## config.mk

```make
export PLATFORM = sky130hd
export DESIGN_NAME = factor_game_ctrl
export DESIGN_NICKNAME = d
export VERILOG_FILES = /design/src/rtl/factor_game_ctrl.sv
export SDC_FILE = /design/constraint.sdc
export NUM_CORES = 1
export LEC_CHECK = 0
export BUFFER_PORTS_ARGS = -buffer_cell sky130_fd_sc_hd__buf_4
export CAP_MARGIN = 20
export CORE_AREA = 5 5 83 85
export CTS_CLUSTER_DIAMETER = 100
export CTS_CLUSTER_SIZE = 12
export DETAILED_ROUTE_END_ITERATION = 12
export DIE_AREA = 0 0 88 90
export PLACE_DENSITY = 0.78
export REMOVE_ABC_BUFFERS = 1
export SLEW_MARGIN = 0
export SYNTH_ARGS = -nofsm -noshare
export SYNTH_HDL_FRONTEND = slang
export SYNTH_SLANG_ARGS = --single-unit
```

## constraint.sdc

```tcl
create_clock -name CLK -period 3.2 [get_ports CLK]
set_input_delay 0.64 -clock CLK [delete_from_list [all_inputs] [get_ports CLK]]
set_output_delay 0.64 -clock CLK [all_outputs]
set_load 0.005 [all_outputs]
```

## src/rtl/factor_game_ctrl.sv

```systemverilog
// factor_game_ctrl: round sequencer for the factorization quiz (READY -> QUESTION -> INPUT -> CORRECT/MISS).
// Ports: CLK/RST (async active-high), START/ENTER button levels, SW answer switches;
//        STATE phase code, QUE question digit, DIN entered answer, SCORE, ROUND, DONE end-of-game pulse.
module factor_game_ctrl #(
    parameter int READY_CYC  = 50_000_000,
    parameter int SHOW_CYC   = 100_000_000,
    parameter int INPUT_CYC  = 250_000_000,
    parameter int RESULT_CYC = 100_000_000,
    parameter int ROUNDS     = 5
) (
    input  logic       CLK,
    input  logic       RST,
    input  logic       START,
    input  logic       ENTER,
    input  logic [3:0] SW,
    output logic [3:0] STATE,
    output logic [3:0] QUE,
    output logic [3:0] DIN,
    output logic [3:0] SCORE,
    output logic [3:0] ROUND,
    output logic       DONE
);

    typedef enum logic [3:0] {
        S_IDLE     = 4'b0000,
        S_READY    = 4'b0010,
        S_QUESTION = 4'b0011,
        S_INPUT    = 4'b0100,
        S_CORRECT  = 4'b0111,
        S_MISS     = 4'b1000
    } state_t;

    localparam logic [31:0] T_READY  = 32'(READY_CYC - 1);
    localparam logic [31:0] T_SHOW   = 32'(SHOW_CYC - 1);
    localparam logic [31:0] T_INPUT  = 32'(INPUT_CYC - 1);
    localparam logic [31:0] T_RESULT = 32'(RESULT_CYC - 1);
    localparam logic [3:0]  ROUNDS_L = 4'(ROUNDS);

    state_t      state_q, state_d;
    logic [31:0] timer_q, timer_d;
    logic [7:0]  lfsr_q, lfsr_d;
    logic        start_q, enter_q;
    logic [3:0]  que_q, que_d;
    logic [3:0]  din_q, din_d;
    logic [3:0]  score_q, score_d;
    logic [3:0]  round_q, round_d;
    logic        done_q, done_d;

    logic        start_e, enter_e;
    logic [3:0]  que_digit;
    logic [3:0]  round_inc;

    assign start_e   = START & ~start_q;
    assign enter_e   = ENTER & ~enter_q;
    assign round_inc = round_q + 4'd1;

    // Fold the low nibble 10..15 onto 4..9 so the question is always a decimal digit.
    assign que_digit = (lfsr_q[3:0] >= 4'd10) ? (lfsr_q[3:0] - 4'd6) : lfsr_q[3:0];

    always_ff @(posedge CLK or posedge RST) begin
        if (RST) begin
            state_q <= S_IDLE;
            timer_q <= '0;
            lfsr_q  <= 8'h01;
            start_q <= 1'b0;
            enter_q <= 1'b0;
            que_q   <= '0;
            din_q   <= '0;
            score_q <= '0;
            round_q <= '0;
            done_q  <= 1'b0;
        end else begin
            state_q <= state_d;
            timer_q <= timer_d;
            lfsr_q  <= lfsr_d;
            start_q <= START;
            enter_q <= ENTER;
            que_q   <= que_d;
            din_q   <= din_d;
            score_q <= score_d;
            round_q <= round_d;
            done_q  <= done_d;
        end
    end

    always_comb begin
        state_d = state_q;
        que_d   = que_q;
        din_d   = din_q;
        score_d = score_q;
        round_d = round_q;
        done_d  = 1'b0;
        lfsr_d  = {lfsr_q[6:0], lfsr_q[7] ^ lfsr_q[5] ^ lfsr_q[4] ^ lfsr_q[3]};

        case (state_q)
            S_IDLE: begin
                if (start_e) begin
                    score_d = '0;
                    round_d = '0;
                    state_d = S_READY;
                end
            end
            S_READY: begin
                if (timer_q == T_READY) begin
                    que_d   = que_digit;
                    state_d = S_QUESTION;
                end
            end
            S_QUESTION: begin
                if (timer_q == T_SHOW) begin
                    state_d = S_INPUT;
                end
            end
            S_INPUT: begin
                din_d = SW;
                // A press on the last allowed cycle is still judged, not timed out.
                if (enter_e) begin
                    if (SW == que_q) begin
                        score_d = score_q + 4'd1;
                        state_d = S_CORRECT;
                    end else begin
                        state_d = S_MISS;
                    end
                end else if (timer_q == T_INPUT) begin
                    state_d = S_MISS;
                end
            end
            S_CORRECT, S_MISS: begin
                if (timer_q == T_RESULT) begin
                    round_d = round_inc;
                    if (round_inc == ROUNDS_L) begin
                        state_d = S_IDLE;
                        done_d  = 1'b1;
                    end else begin
                        state_d = S_READY;
                    end
                end
            end
            default: state_d = S_IDLE;
        endcase

        // One shared phase timer: zero on entry to every phase, idle in IDLE.
        if ((state_d != state_q) || (state_q == S_IDLE)) begin
            timer_d = '0;
        end else begin
            timer_d = timer_q + 32'd1;
        end
    end

    assign STATE = state_q;
    assign QUE   = que_q;
    assign DIN   = din_q;
    assign SCORE = score_q;
    assign ROUND = round_q;
    assign DONE  = done_q;

endmodule

```

-- After elaboration in Yosys (flattened, before gate mapping)
Cells that the tools add are included.
- register bits after elaboration: 63
- add/subtract/negate cells: 4
- magnitude comparators: 1
- equality and inequality tests: 15
- mux-type cells: 20
- bitwise logic cells: 7
- reductions and logical operators: 8
- operators with widths (cell ; number):
    2-to-1 mux 4 bit ; 12
    adder 32 x 1 -> 32 bit, second input constant ; 1
    equality test 32 x 26 -> 1 bit, second input constant ; 1
    equality test 32 x 27 -> 1 bit, second input constant ; 1
    equality test 32 x 28 -> 1 bit, second input constant ; 1
    2-to-1 mux 32 bit ; 1
    case mux 4 bit (5 select lines) ; 1
    case mux 4 bit (2 select lines) ; 2
    equality test 4 x 3 -> 1 bit, second input constant ; 3
    adder 4 x 1 -> 4 bit, second input constant ; 2
    equality test 4 x 2 -> 1 bit, second input constant ; 2
    inequality test 2 bit, second input constant ; 4
    equality test 4 bit ; 1
    equality test 4 bit, second input constant ; 1
    >= comparator 4 bit, second input constant ; 1
    logical NOT 4 bit ; 1
    inequality test 4 bit ; 1
    AND reduction 4 bit ; 1
    nonzero test 2 bit ; 2
    subtractor 4 x 3 -> 4 bit, second input constant ; 1
    2-to-1 mux 1 bit ; 3
    AND reduction 3 bit ; 1
    XOR 1 bit ; 3
    AND 1 bit ; 2
    5 further kinds ; 6

-- Longest topological paths before layout
Gate-level depths: netlist of run 1.
- depth in word-level cells: 8
- gate-level depth with buffers: 8
- depth with buffers taken out: 7

-- Worst setup path after synthesis of run 1
Ideal clock, no wire load.
- path kind: reg-to-reg
- start: register timer_q[12]
- end: register timer_q[22]
- library setup time: 0.123 ns
- arrival: 2.301 ns
- data required time: 3.077 ns
- setup slack: 0.776 ns
- stages on the path, launching flop included: 9
- clock period less this slack: 2.424 ns
- path through: dfrtp_1 > buf_6 > or4b_1 > or3_4 > o311ai_4 > a21boi_2 > o31ai_4 > buf_6 > nor3_2
- longest elaborated chain between the ends: 7
- elaborated cells between the ends (all ways): 13
- RTL lines (item ; line ; text):
    start, declared ; 40 ; logic [31:0] timer_q, timer_d;
    start signal, assigned ; 74 ; timer_q <= timer_d;
    equality test 32 x 28 -> 1 bit ; 124 ; end else if (timer_q == T_INPUT) begin
    2-to-1 mux 4 bit ; 124 ;
    2-to-1 mux 4 bit ; 117 ; if (enter_e) begin
    case mux 4 bit (5 select lines) ; 95 ; case (state_q)
    inequality test 4 bit ; 143 ; if ((state_d != state_q) || (state_q == S_IDLE)) begin
    logical OR 1 bit ; 143 ;
    2-to-1 mux 32 bit * ; 143 ;
    net timer_d[22] ; 40 ;
Mark *: on every way through the listed nets, which the timed path passes. The rest lies on a longest branch.
A chain may end at the register's enable or synchronous reset.

-- Worst setup path in the final report of run 1
- start: register timer_q[0]
- end: register timer_q[2]
The elaborated chain is that of the path after synthesis.

==> impl_summary.md, run 1 <==
Outcome
The flow ran to the end, and the final reports show no timing, DRC or antenna violations.

Worst hold path
The classification of the worst-slack hold path is input port to async pin.

Cells and area
The net total in the final layout is about 380. The antenna diode count is 0. The signed area change from the synthesized netlist to the final layout is 14.9%. In the final layout, the share of cells above drive strength 1 is a little over a quarter. Counting the fill cells in the layout gives a little under 500. Leaving out fill and tap cells, the most frequent cell in the layout is sky130_fd_sc_hd__dfrtp_1. Leaving out fill and tap cells, the most frequent cells in the layout are sky130_fd_sc_hd__dfrtp_1 (62), sky130_fd_sc_hd__nand2_1 (41), sky130_fd_sc_hd__buf_4 (33), sky130_fd_sc_hd__nor3_2 (31), sky130_fd_sc_hd__xor2_1 (23).

Routing
Using the TritonRoute via totals, the vias-per-cell ratio works out to 5.71. The remaining routing DRC violations is 0. The total detailed-routing wirelength is 6.96 mm. The average wire per standard cell is 15.4 um.

For this block, the via count after detailed routing is 2587. The iteration count of the initial detailed-routing pass is 4. After the first detailed-routing iteration, the DRC count stood at 115.

Once detail routing completed, the nets flagged for antenna violations numbered 0.

Place
Routability-driven placement finished with a final weighted congestion of around 0.82. The HPWL after detailed placement is 5.01 mm. Before CTS, the worst setup slack after placement is 0.585 ns. Port buffering added 28 buffers.

Timing
Adding up every negative setup slack in the final design gives 0 ns. In this run the tightest slew margin relative to its limit is 60.2%. The smallest setup slack after layout is 0.568 ns.

The hold violation count in the final report came to 0. After layout, the minimum clock period comes to ~2.6 ns. The number of endpoints failing setup at the final stage is 0. Dividing the final minimum period by the clock period gives 82.2%. Across the routed clock network, the largest skew measured is 0.0112 ns.

At the pin with the least slew margin, the transition time is 0.591 ns. The achievable clock frequency is approximately 380 MHz. The number of max-slew violations in the final report came to 0. Setup repair after global routing left no endpoint under its margin.

Clock tree
The clock tree synthesis step divided the H-tree into 3 levels. The CTS buffer count is 9. Gates resized during post-CTS repair numbered 0.

The number of setup buffers added after CTS is 0. The clock net in this run drives a total of 63 sinks. The later pin in the worst-skew pair is clocked with a latency of 0.34 ns. The root buffer cell is sky130_fd_sc_hd__clkbuf_8.

The number of buffers inserted for hold repair after clock tree synthesis is 0. Clock-pin slew was measured on the worst setup and hold paths at 0.06 ns. The clock tree from TritonCTS is built. In this run the deepest clock path goes through 2 buffers.

Synthesis
The summed instance area of the synthesized netlist is 3490 um^2. The compound-cell area share of the yosys netlist is 6.34%. After synthesis, the share of cell area in mux cells is approximately 1.6%. The count of unique library cells instantiated by Yosys is 55. The sequential-to-total area share from yosys stat is 45.2%. Synthesis inferred 63 register bits. The number of synthesis warnings is 0. In the post-synthesis netlist, the biggest area contributors are sky130_fd_sc_hd__dfrtp_1 (44%), sky130_fd_sc_hd__nor3_2 (8.9%), sky130_fd_sc_hd__xor2_1 (5.8%). The number of instances in the synthesized netlist is about 340. After Yosys synthesis, XOR and XNOR cells account for 10.3% of the synthesized area. The simple-gate share of the synthesized area is a little under a third. Summing the areas of all fa, ha and maj instances in the mapped netlist gives 1.79% of the synthesized area.

The share of synthesized area in the top cell type comes to 44.4%. The synthesized design spends more area on one cell type than any other, namely sky130_fd_sc_hd__dfrtp_1. The average cell area after synthesis is 10.3 um^2. By area, the combinational part of the netlist is dominated by simple AND/OR/NAND/NOR gates.

Floorplan
In this run the standard cell core region covers between 6000 and 7000 um^2. The starting utilization of the core area is 57.0%. The die is between 80 and 90 um wide. The floorplan step defined a die boundary enclosing a little under 8000 um^2. Row generation in the floorplan step produced 29 rows. 29 I/O pins were placed. The die span in y is around 90 um.

Power and ir drop
The power dissipated by switching net loads is ~450 uW. The proportion of power drawn by combinational gates is 9.7%. The design internal power is 1.36 mW. Net switching is approximately 25% of the power.

Sequential cells burn just under 50% of the power. The cell area power density is 451 nW/um^2. The reported leakage power is 1.81 nW.

The clock group share of total power is a little over two fifths. IR analysis of the VDD net gives a maximum drop of between 0.4 and 0.5 mV.

Global route
The overall routing resource usage is 19.2%. The remaining global-route overflow is 0. Entering global routing, the biggest net connects 39 pins. The number of global-route vias before repair is ~2600. The number of antenna violations at the first check in global routing is 0. The wire length of the first global-routing pass is 12.2 mm.

Critical path
The worst path arrival time is 2.85 ns. Of all nets on the critical path, the largest fanout is 32. The endpoint kind of the worst setup timing path is a register. The critical path required time is 3.42 ns.

By startpoint and endpoint, the worst setup path is classified as register to register. The type of origin of the critical path is a register.

Run
The total of max-cap violations is 0.
==> per-stage QoR <==
stage	utilization (%)	hold WS [ns]	cells	cell area, um^2	power (mW)
after floorplan	-	0.331	325	3400	0.999
after global placement	61.8	0.336	437	3790	1.05
after detailed placement	61.8	0.337	437	3790	1.06
after CTS	65.4	0.144	453	4010	1.84
after global routing	65.4	0.146	453	4010	1.89
final	65.4	0.158	453	4010	1.81
==> critical path, cell delays in order (launching register included) <==
cell and delay (ns):
sky130_fd_sc_hd__dfrtp_1 0.41, sky130_fd_sc_hd__ha_1 0.25, sky130_fd_sc_hd__nand4_1 0.16, sky130_fd_sc_hd__or4_1 0.60
sky130_fd_sc_hd__o311ai_1 0.31, sky130_fd_sc_hd__a21oi_2 0.13, sky130_fd_sc_hd__o31ai_4 0.30, sky130_fd_sc_hd__buf_12 0.26
sky130_fd_sc_hd__nor3_2 0.07
==> cells in the mapped netlist, drive strengths merged <==
master and count:
a211oi 1, a21boi 1, a21o 3, a21oi 6, a22o 1, a41oi 2
and2 1, and3 11, and3b 1, and4 3, buf 5, clkbuf 8
dfrtp 62, dfstp 1, ha 5, inv 8, mux2 4, mux2i 1
nand2 41, nand2b 3, nand3 15, nand3b 1, nand4 12, nand4b 2
nand4bb 2, nor2 20, nor2b 2, nor3 39, nor3b 3, nor4 4
nor4b 4, o21ai 8, o21bai 1, o311ai 2, o31ai 2, o32ai 1
or2 2, or3 5, or3b 2, or4 1, or4b 1, xnor2 18
xor2 23
==> power by group through the flow <==
stage / logic [mW] / registers, mW / clock network (mW)
global route: 0.197 / 0.875 / 0.820
floorplan: 0.123 / 0.876 / 0
global placement: 0.172 / 0.883 / 0
CTS: 0.179 / 0.870 / 0.786
detailed placement: 0.178 / 0.885 / 0
finish: 0.175 / 0.871 / 0.762
==> layer usage <==
metal | up-vias | wire length (um) | global-route usage, %
met3 | 13 | 329 | 5.94
met1 | 1267 | 3060 | 24.9
met5 | - | 0 | 0
met2 | 47 | 3450 | 30.3
met4 | 0 | 116 | 6.01
li1 | 1260 | - | -
==> cell families (layout without fill, tap and decap cells) <==
kind of cell               after synthesis  after routing
AOI/OAI and AO/OA                       28             28
xor gates and xnor gates                41             41
buffers and inverters                   21             59
and+or+nand+nor                        175            175
DFF                                     63             63
adders and majority gates                5              5
muxes                                    5              5
==> final timing paths <==
kind | startpoint | endpoint | slack (ns) | cells past startpoint
max reg2reg | timer_q[0] | timer_q[2] | 0.57 | 8
max in group asynchronous | RST | timer_q[10] | 2.39 | 3
min reg2reg | lfsr_q[6] | lfsr_q[7] | 0.37 | 0
min | RST | timer_q[4] | 0.16 | 2
max | timer_q[0] | timer_q[2] | 0.57 | 8
min in group CLK | lfsr_q[6] | lfsr_q[7] | 0.37 | 0
==> registers in the layout (all words and copies together), names as in the netlist <==
| name | flops |
|---|---|
| enter_q | 1 |
| SCORE | 4 |
| QUE | 4 |
| DIN | 4 |
| DONE | 1 |
| start_q | 1 |
| timer_q | 32 |
| STATE | 4 |
| ROUND | 4 |
| lfsr_q | 8 |
==> layout make-up <==
cell class	count	area [um^2]	share of cell area (%)
multi-input combinational	254	1800	44.8
sequential	63	1580	39.3
timing repair buffer	35	288	7.17
clock buffer	10	138	3.43
tap	77	96.3	2.40
clock inverter	6	83.8	2.09
inverter	8	30.0	0.748
Power figures use the tool's default switching activity.
==> run 2, diff against run 1 <==
- CORE_AREA: 5 5 83 85 -> 5 5 87 89
- DIE_AREA: 0 0 88 90 -> 0 0 92 94
- PLACE_DENSITY: 0.78 -> 0.74
- clock period: 3.2 -> 2.3 ns (I/O delays scaled with it)
==> run 2 against run 1 <==
Net effect: the flow now finishes with violations (setup timing); global-route usage up 1.8 points; critical path depth up 1; worst setup slack got worse by 0.67 ns; largest cell class unchanged; highest routed layer unchanged.
==> impl_summary.md, run 2 (same netlist as run 1, synthesis figures left out) <==
Timing
The number of max-slew violations in the final report is 0 (unchanged). The achievable clock frequency is 417 MHz (+9.8%). The final critical-path share of the clock period came to 104% (+22 points).

The maximum clock skew at final layout is 0.00710 ns (-0.00412 ns). The normalized max-slew margin is 62.9% (+2.7 points). The summed negative setup slack over all endpoints is -2.34 ns (-2.34 ns). Setup repair after global routing could not meet its margin everywhere.

The slew at the pin closest to its max-slew limit is 0.549 ns (-0.0422 ns). The shortest period the worst path allows is 2.40 ns (-0.235 ns). The smallest setup slack after layout is -0.0969 ns (-0.665 ns).

The hold violation count in the final report is 0 (unchanged). The number of endpoints failing setup at the final stage is 34 (+34).

Routing
The average wire per standard cell is 16.9 um (+9.8%). The iteration count of the initial detailed-routing pass is 4 (unchanged). The residual antenna-violating net count after detailed routing came to 0 (unchanged). The remaining routing DRC violations came to 0 (unchanged). The number of design-rule violations left by the first detailed-router iteration is 182 (+58%).

The via count of the routed design was 2829 (+9.4%). The via count normalized by instance count is 5.59 (-2.1%). The total detailed-routing wirelength was 8.54 mm (+23%).

Place
The HPWL after detailed placement is 5.33 mm (+6.3%). The number of buffers added on ports came to 28 (unchanged). The weighted congestion reported at the end of routability-driven placement is 0.818 (-0.63%). The number of placed cells counting well taps was 473 (+8.2%). The post-place instance area is 4070 um^2 (+7.3%). The setup slack after placement is -0.202 ns (-0.786 ns).

Run
The total of max-cap violations came to 0 (unchanged).

Cells and area
The net total in the final layout came to 434 (+13%). timer_q holds more flip-flops than any other register. The post-route cell area is 4640 um^2 (+16%).

Leaving out fill and tap cells, the most frequent cell in the layout is sky130_fd_sc_hd__buf_4. The share of post-route cells with drive strength above 1 is 38.5% (+12 points). The library cells used most frequently in the layout, excluding fill and tap cells, are sky130_fd_sc_hd__buf_4 (69), sky130_fd_sc_hd__dfrtp_1 (62), sky130_fd_sc_hd__nand2_1 (40), sky130_fd_sc_hd__nor3_2 (30), sky130_fd_sc_hd__xor2_1 (23). The flip-flop count of the largest register after layout is 32 (unchanged). The filler cell count in the final layout is 489 (-1.0%). The number of cells in the finished layout apart from fillers is 506 (+12%).

The antenna diode count is 0 (unchanged). The largest registers in the layout are timer_q x32, lfsr_q x8. The signed area change from the synthesized netlist to the final layout is 32.8%.

Critical path
The signal on the critical path passes through ha_2 > nand4_1 > or4_4 > o311ai_4 > a21oi_2 > o31ai_4 > buf_6 > clkbuf_16 > nor3_2. The largest driver fanout on the critical path is 8 (-75%). The combined buffer and inverter count along the critical path is 2 (+1). The cell family contributing the most delay on the critical path is simple AND/OR/NAND/NOR gates.

The type of origin of the critical path is a register. The critical path is of the register to register type. The endpoint kind of the worst setup timing path is a register. The stage delay of the slowest cell on the critical path was 0.61 ns (about the same). The worst path arrival time is 2.64 ns (-0.21 ns). The critical path required time is 2.54 ns (-0.88 ns). The slowest stage of the critical path belongs to the cell sky130_fd_sc_hd__or4_4.

Clock tree
The number of buffers inserted for hold repair after clock tree synthesis is 0 (unchanged). The CTS buffer count was 9 (unchanged). TritonCTS built the clock tree. The clock-pin slew of the registers on the worst-case setup and hold paths was 0.07 ns (about the same). The root buffer cell is sky130_fd_sc_hd__clkbuf_8. The clock latency of the later-clocked register in the worst-skew pair is 0.35 ns (about the same). The deepest clock path buffer count was 2 (unchanged). The number of H-tree levels is 3 (unchanged). The clock net sink count was 63 (unchanged).

Global route
The pin count of the biggest net entering global routing was 64 (+64%). The number of antenna violations at the first check in global routing is 0 (unchanged). The remaining global-route overflow is 0 (unchanged).

The overall routing resource usage was 20.9% (+1.8 points). The wire length of the first global-routing pass is 14.2 mm (+17%). The number of global-route vias before repair was 2925 (+13%).

Floorplan
The die outline area was 8650 um^2 (+9.2%). The die width is 92 um (+4.5%). The count of pins on the block boundary is 29 (unchanged). The starting utilization of the core area was 52.3% (-4.7 points).

The die span in y came to 94 um (+4.4%). The core area was 6680 um^2 (+9.0%). The number of standard-cell rows in the floorplan is 30 (+3.4%).

Power and ir drop
The cell area power density was 584 nW/um^2 (+30%). The reported leakage power is 2.13 nW (+18%). The peak supply drop is 0.475 mV (+3.1%).

Outcome
The run finished, with violations left. The checks that failed: setup timing.

Worst hold path
In this run the worst hold path is classified as input port to async pin.
[run 2: cell types whose count changed in the layout (fill, tap and decap cells not counted), moves of 2 or more]
cell                         delta
sky130_fd_sc_hd__buf_6          +7
sky130_fd_sc_hd__clkinv_2       -2
sky130_fd_sc_hd__o21ai_0        -2
sky130_fd_sc_hd__buf_16         +4
sky130_fd_sc_hd__a21oi_1        -2
sky130_fd_sc_hd__nor3_4         +2
sky130_fd_sc_hd__buf_4         +36
sky130_fd_sc_hd__a21oi_2        +2
sky130_fd_sc_hd__clkinvlp_4     +2
sky130_fd_sc_hd__buf_12         +2
[run 2: final cells by class]
class / instances / area, um^2 / area share, %
multi-input combinational: 254 / 1900 / 40.9
sequential: 63 / 1580 / 34.0
timing repair buffer: 85 / 812 / 17.5
clock buffer: 9 / 124 / 2.67
tap: 80 / 100 / 2.16
clock inverter: 7 / 97.6 / 2.10
inverter: 8 / 30.0 / 0.647
[run 2: path summary, 6_finish.rpt]
kind / slack, ns / start / depth (start not counted) / endpoint
min in group CLK: 0.22 / START / 1 / start_q
max reg2reg: -0.1 / timer_q[1] / 9 / timer_q[6]
min reg2reg: 0.36 / lfsr_q[6] / 0 / lfsr_q[7]
max in group asynchronous: 1.81 / RST / 3 / lfsr_q[0]
min: 0.17 / RST / 3 / timer_q[21]
max: -0.1 / timer_q[1] / 9 / timer_q[6]
[run 2: report_power, final]
| group | switching (mW) | internal, mW | total [mW] |
|---|---|---|---|
| clock network | 0.468 | 0.611 | 1.08 |
| logic | 0.206 | 0.236 | 0.442 |
| registers | 0.0358 | 1.15 | 1.19 |
| total | 0.710 | 2.00 | 2.71 |
[run 2: metrics by stage]
step / util, % / power [mW] / hold WS, ns
2_1_floorplan: - / 1.39 / 0.331
3_3_place_gp: 60.9 / 1.53 / 0.334
3_5_place_dp: 60.9 / 1.54 / 0.342
4_1_cts: 67.8 / 2.67 / 0.186
5_1_grt: 69.5 / 2.83 / 0.201
6_report: 69.5 / 2.71 / 0.168
[run 2: timing repair]
| action | 4_1_cts | 5_1_grt |
|---|---|---|
| setup endpoints to repair | 34 | 39 |
| pin swaps | 7 | 8 |
| resized for setup | 20 | 11 |
| cloned | 4 | 1 |
| endpoints found under the hold margin | 0 | 0 |
| buffers inserted | 6 | 6 |
[run 2: layer usage]
| layer | vias up | GRT usage (%) | part of all wire [%] |
|---|---|---|---|
| met5 | - | 0 | 0 |
| met4 | 0 | 6.31 | 1.3 |
| met3 | 11 | 4.81 | 3.1 |
| met2 | 62 | 36.1 | 52 |
| met1 | 1392 | 26.1 | 43 |
| li1 | 1364 | - | - |
[run 2: worst register-to-register path, stage by stage, from the launching register on]
cell                        delay (ns)
sky130_fd_sc_hd__dfrtp_1          0.37
sky130_fd_sc_hd__ha_2             0.19
sky130_fd_sc_hd__nand4_1          0.14
sky130_fd_sc_hd__or4_4            0.61
sky130_fd_sc_hd__o311ai_4         0.25
sky130_fd_sc_hd__a21oi_2          0.12
sky130_fd_sc_hd__o31ai_4          0.18
sky130_fd_sc_hd__buf_6            0.20
sky130_fd_sc_hd__clkbuf_16        0.19
sky130_fd_sc_hd__nor3_2           0.05
==> run 3, diff against run 2 <==
- CORE_AREA: 5 5 87 89 -> 5 5 83 85
- DIE_AREA: 0 0 92 94 -> 0 0 88 90
- PLACE_DENSITY: 0.74 -> unset
- PLACE_DENSITY_LB_ADDON: unset -> 0.12
- clock period: 2.3 -> 2.35 ns (I/O delays scaled with it)
==> run 3 against run 2 <==
Net effect: the run still ends with setup timing left; final area is 4.7% lower; first-iteration DRC count fell by 18%; sequential cell count unchanged; global-route usage is 0.079 points higher; worst hold slack better by 0.00058 ns; clock skew is 0.0042 ns higher; largest cell class unchanged; largest power group unchanged.
==> impl_summary.md, run 3 (same netlist as run 1, synthesis figures left out) <==
Outcome
The run finished, with violations left. The final reports fail on setup timing.

Cells and area
The flip-flop count of the largest register after layout is 32 (unchanged). timer_q holds more flip-flops than any other register. In the layout the commonest cells are sky130_fd_sc_hd__dfrtp_1 (62), sky130_fd_sc_hd__buf_4 (60), sky130_fd_sc_hd__nand2_1 (40), sky130_fd_sc_hd__nor3_2 (30), sky130_fd_sc_hd__xor2_1 (23).

The sequential cell area in the final layout came to 1580 um^2 (unchanged). The post-route cell area was 4420 um^2 (-4.7%). The largest registers in the layout are timer_q x32, lfsr_q x8. The most common cell after layout, fill and taps aside is sky130_fd_sc_hd__dfrtp_1. The area growth from synthesis to layout is 26.5%. The share of post-route cells with drive strength above 1 is 35.3% (-3.2 points). The area used by multi-input combinational logic is 1880 um^2 (-1.1%). The net total in the final layout was 420 (-3.2%).

The filler cell count in the final layout was 447 (-8.6%). The antenna diode count is 0 (unchanged).

Routing
The residual antenna-violating net count after detailed routing was 0 (unchanged). The remaining routing DRC violations is 0 (unchanged). The total detailed-routing wirelength is 7.99 mm (-6.4%). The via count of the routed design is 2784 (-1.6%). The via count normalized by instance count was 5.70 (+2.0%). The iteration count of the initial detailed-routing pass came to 4 (unchanged). The number of design-rule violations left by the first detailed-router iteration is 149 (-18%). The average wire per standard cell is 16.4 um (-3.0%).

Critical path
The largest driver fanout on the critical path is 8 (unchanged). The slack of the worst reg-to-reg path was -0.01 ns (+0.08 ns). The critical setup path kind is register to register. The type of origin of the critical path is a register. The critical path required time is 2.58 ns (+0.04 ns). STA classifies the critical path endpoint as a register.

The worst path arrival time is 2.60 ns (-0.04 ns).

Place
The setup slack after placement is -0.154 ns (+0.0475 ns). The post-place instance area is 4040 um^2 (-0.65%). The HPWL after detailed placement is 5.20 mm (-2.3%).

The number of buffers added on ports is 28 (unchanged). The weighted congestion reported at the end of routability-driven placement was 0.827 (+1.1%).

Timing
The summed negative setup slack over all endpoints is -0.0937 ns (+2.24 ns). The slew at the pin closest to its max-slew limit is 0.494 ns (-0.0552 ns). The normalized max-slew margin is 66.6% (+3.7 points). The number of endpoints failing setup at the final stage is 9 (-74%). The final critical-path share of the clock period came to 101% (-3.6 points). The hold violation count in the final report is 0 (unchanged). The number of max-slew violations in the final report was 0 (unchanged). The achievable clock frequency came to 423 MHz (+1.4%). The shortest period the worst path allows came to 2.36 ns (-0.0324 ns).

The smallest setup slack after layout is -0.0145 ns (+0.0824 ns). Setup repair after global routing could not meet its margin everywhere. The worst hold margin is 0.169 ns (+0.000579 ns).

The maximum clock skew at final layout is 0.0113 ns (+0.00418 ns).

Power and ir drop
The power after layout was 2.44 mW (-10%). The reported leakage power is 1.99 nW (-6.6%). The peak supply drop was 0.480 mV (+0.94%). The cell area power density came to 551 nW/um^2 (-5.6%).

Clock tree
The clock tree from TritonCTS is built. The number of buffers inserted for hold repair after clock tree synthesis is 0 (unchanged). The clock-pin slew of the registers on the worst-case setup and hold paths is 0.07 ns (about the same). The number of H-tree levels came to 3 (unchanged). The CTS buffer count is 9 (unchanged). The clock net sink count is 63 (unchanged). The clock latency of the later-clocked register in the worst-skew pair was 0.35 ns (about the same). The deepest clock path buffer count was 2 (unchanged). The root buffer cell is sky130_fd_sc_hd__clkbuf_8.

Floorplan
The starting utilization of the core area is 57.0% (+4.7 points). The die span in y is 90 um (-4.3%). The die width is 88 um (-4.3%).

The core area is 6130 um^2 (-8.2%). The die outline area is 7920 um^2 (-8.4%). The count of pins on the block boundary is 29 (unchanged). The number of standard-cell rows in the floorplan is 29 (-3.3%).

Global route
The number of global-route vias before repair is 2716 (-7.1%). The wire length of the first global-routing pass is 13.0 mm (-8.2%). The pin count of the biggest net entering global routing is 64 (unchanged). The overall routing resource usage is 21.0% (+0.079 points). The number of antenna violations at the first check in global routing is 0 (unchanged).

The remaining global-route overflow is 0 (unchanged).

Run
The total of max-cap violations was 0 (unchanged).

Worst hold path
The classification of the worst-slack hold path is input port to async pin.
[run 3: final timing paths]
kind,depth (start not counted),start,end
setup / recovery,8,timer_q[17],timer_q[15]
hold / removal,3,RST,lfsr_q[5]
setup reg to reg,8,timer_q[17],timer_q[15]
hold reg to reg,0,lfsr_q[6],lfsr_q[7]
max in group asynchronous,3,RST,lfsr_q[0]
min in group CLK,1,START,start_q
[run 3: cell type report]
cell class	count	area share, %
multi-input combinational	254	42.5
inverter	8	0.679
sequential	63	35.7
clock buffer	12	3.74
timing repair buffer	71	14.8
clock inverter	3	0.396
tap	77	2.18
[run 3: timing repair]
action | CTS | global route
pin swaps | 4 | 11
endpoints found under the hold margin | 0 | 0
buffers inserted | 2 | 1
resized for setup | 7 | 14
setup endpoints to repair | 32 | 36
gates cloned | 2 | 1
[run 3: report_power, final]
group	leakage, nW	switching [mW]	internal, mW
clock network	0.0942	0.411	0.459
logic	1.06	0.201	0.208
registers	0.840	0.0278	1.13
[run 3: per-layer routing]
layer  global-route usage, %  vias to the layer above  wire [um]
li1                        -                     1342          -
met1                    27.3                     1369       3370
met2                    33.7                       61       4090
met3                    4.48                       12        386
met4                    8.31                        0        148
met5                       0                        -          0
[run 3: worst max-delay path, cell delays in order (launching register included)]
cell,delay [ns]
sky130_fd_sc_hd__dfrtp_1,0.39
sky130_fd_sc_hd__or4b_1,0.51
sky130_fd_sc_hd__or3_4,0.37
sky130_fd_sc_hd__o311ai_4,0.23
sky130_fd_sc_hd__a21boi_2,0.10
sky130_fd_sc_hd__o31ai_4,0.23
sky130_fd_sc_hd__buf_6,0.19
sky130_fd_sc_hd__clkbuf_16,0.19
sky130_fd_sc_hd__nor3_2,0.04
[run 3: through the flow]
stage | instances | utilization, %
3_3_place_gp | 467 | 65.9
5_1_grt | 488 | 72.1
2_1_floorplan | 325 | -
6_report | 488 | 72.1
3_5_place_dp | 467 | 65.9
4_1_cts | 486 | 70.4
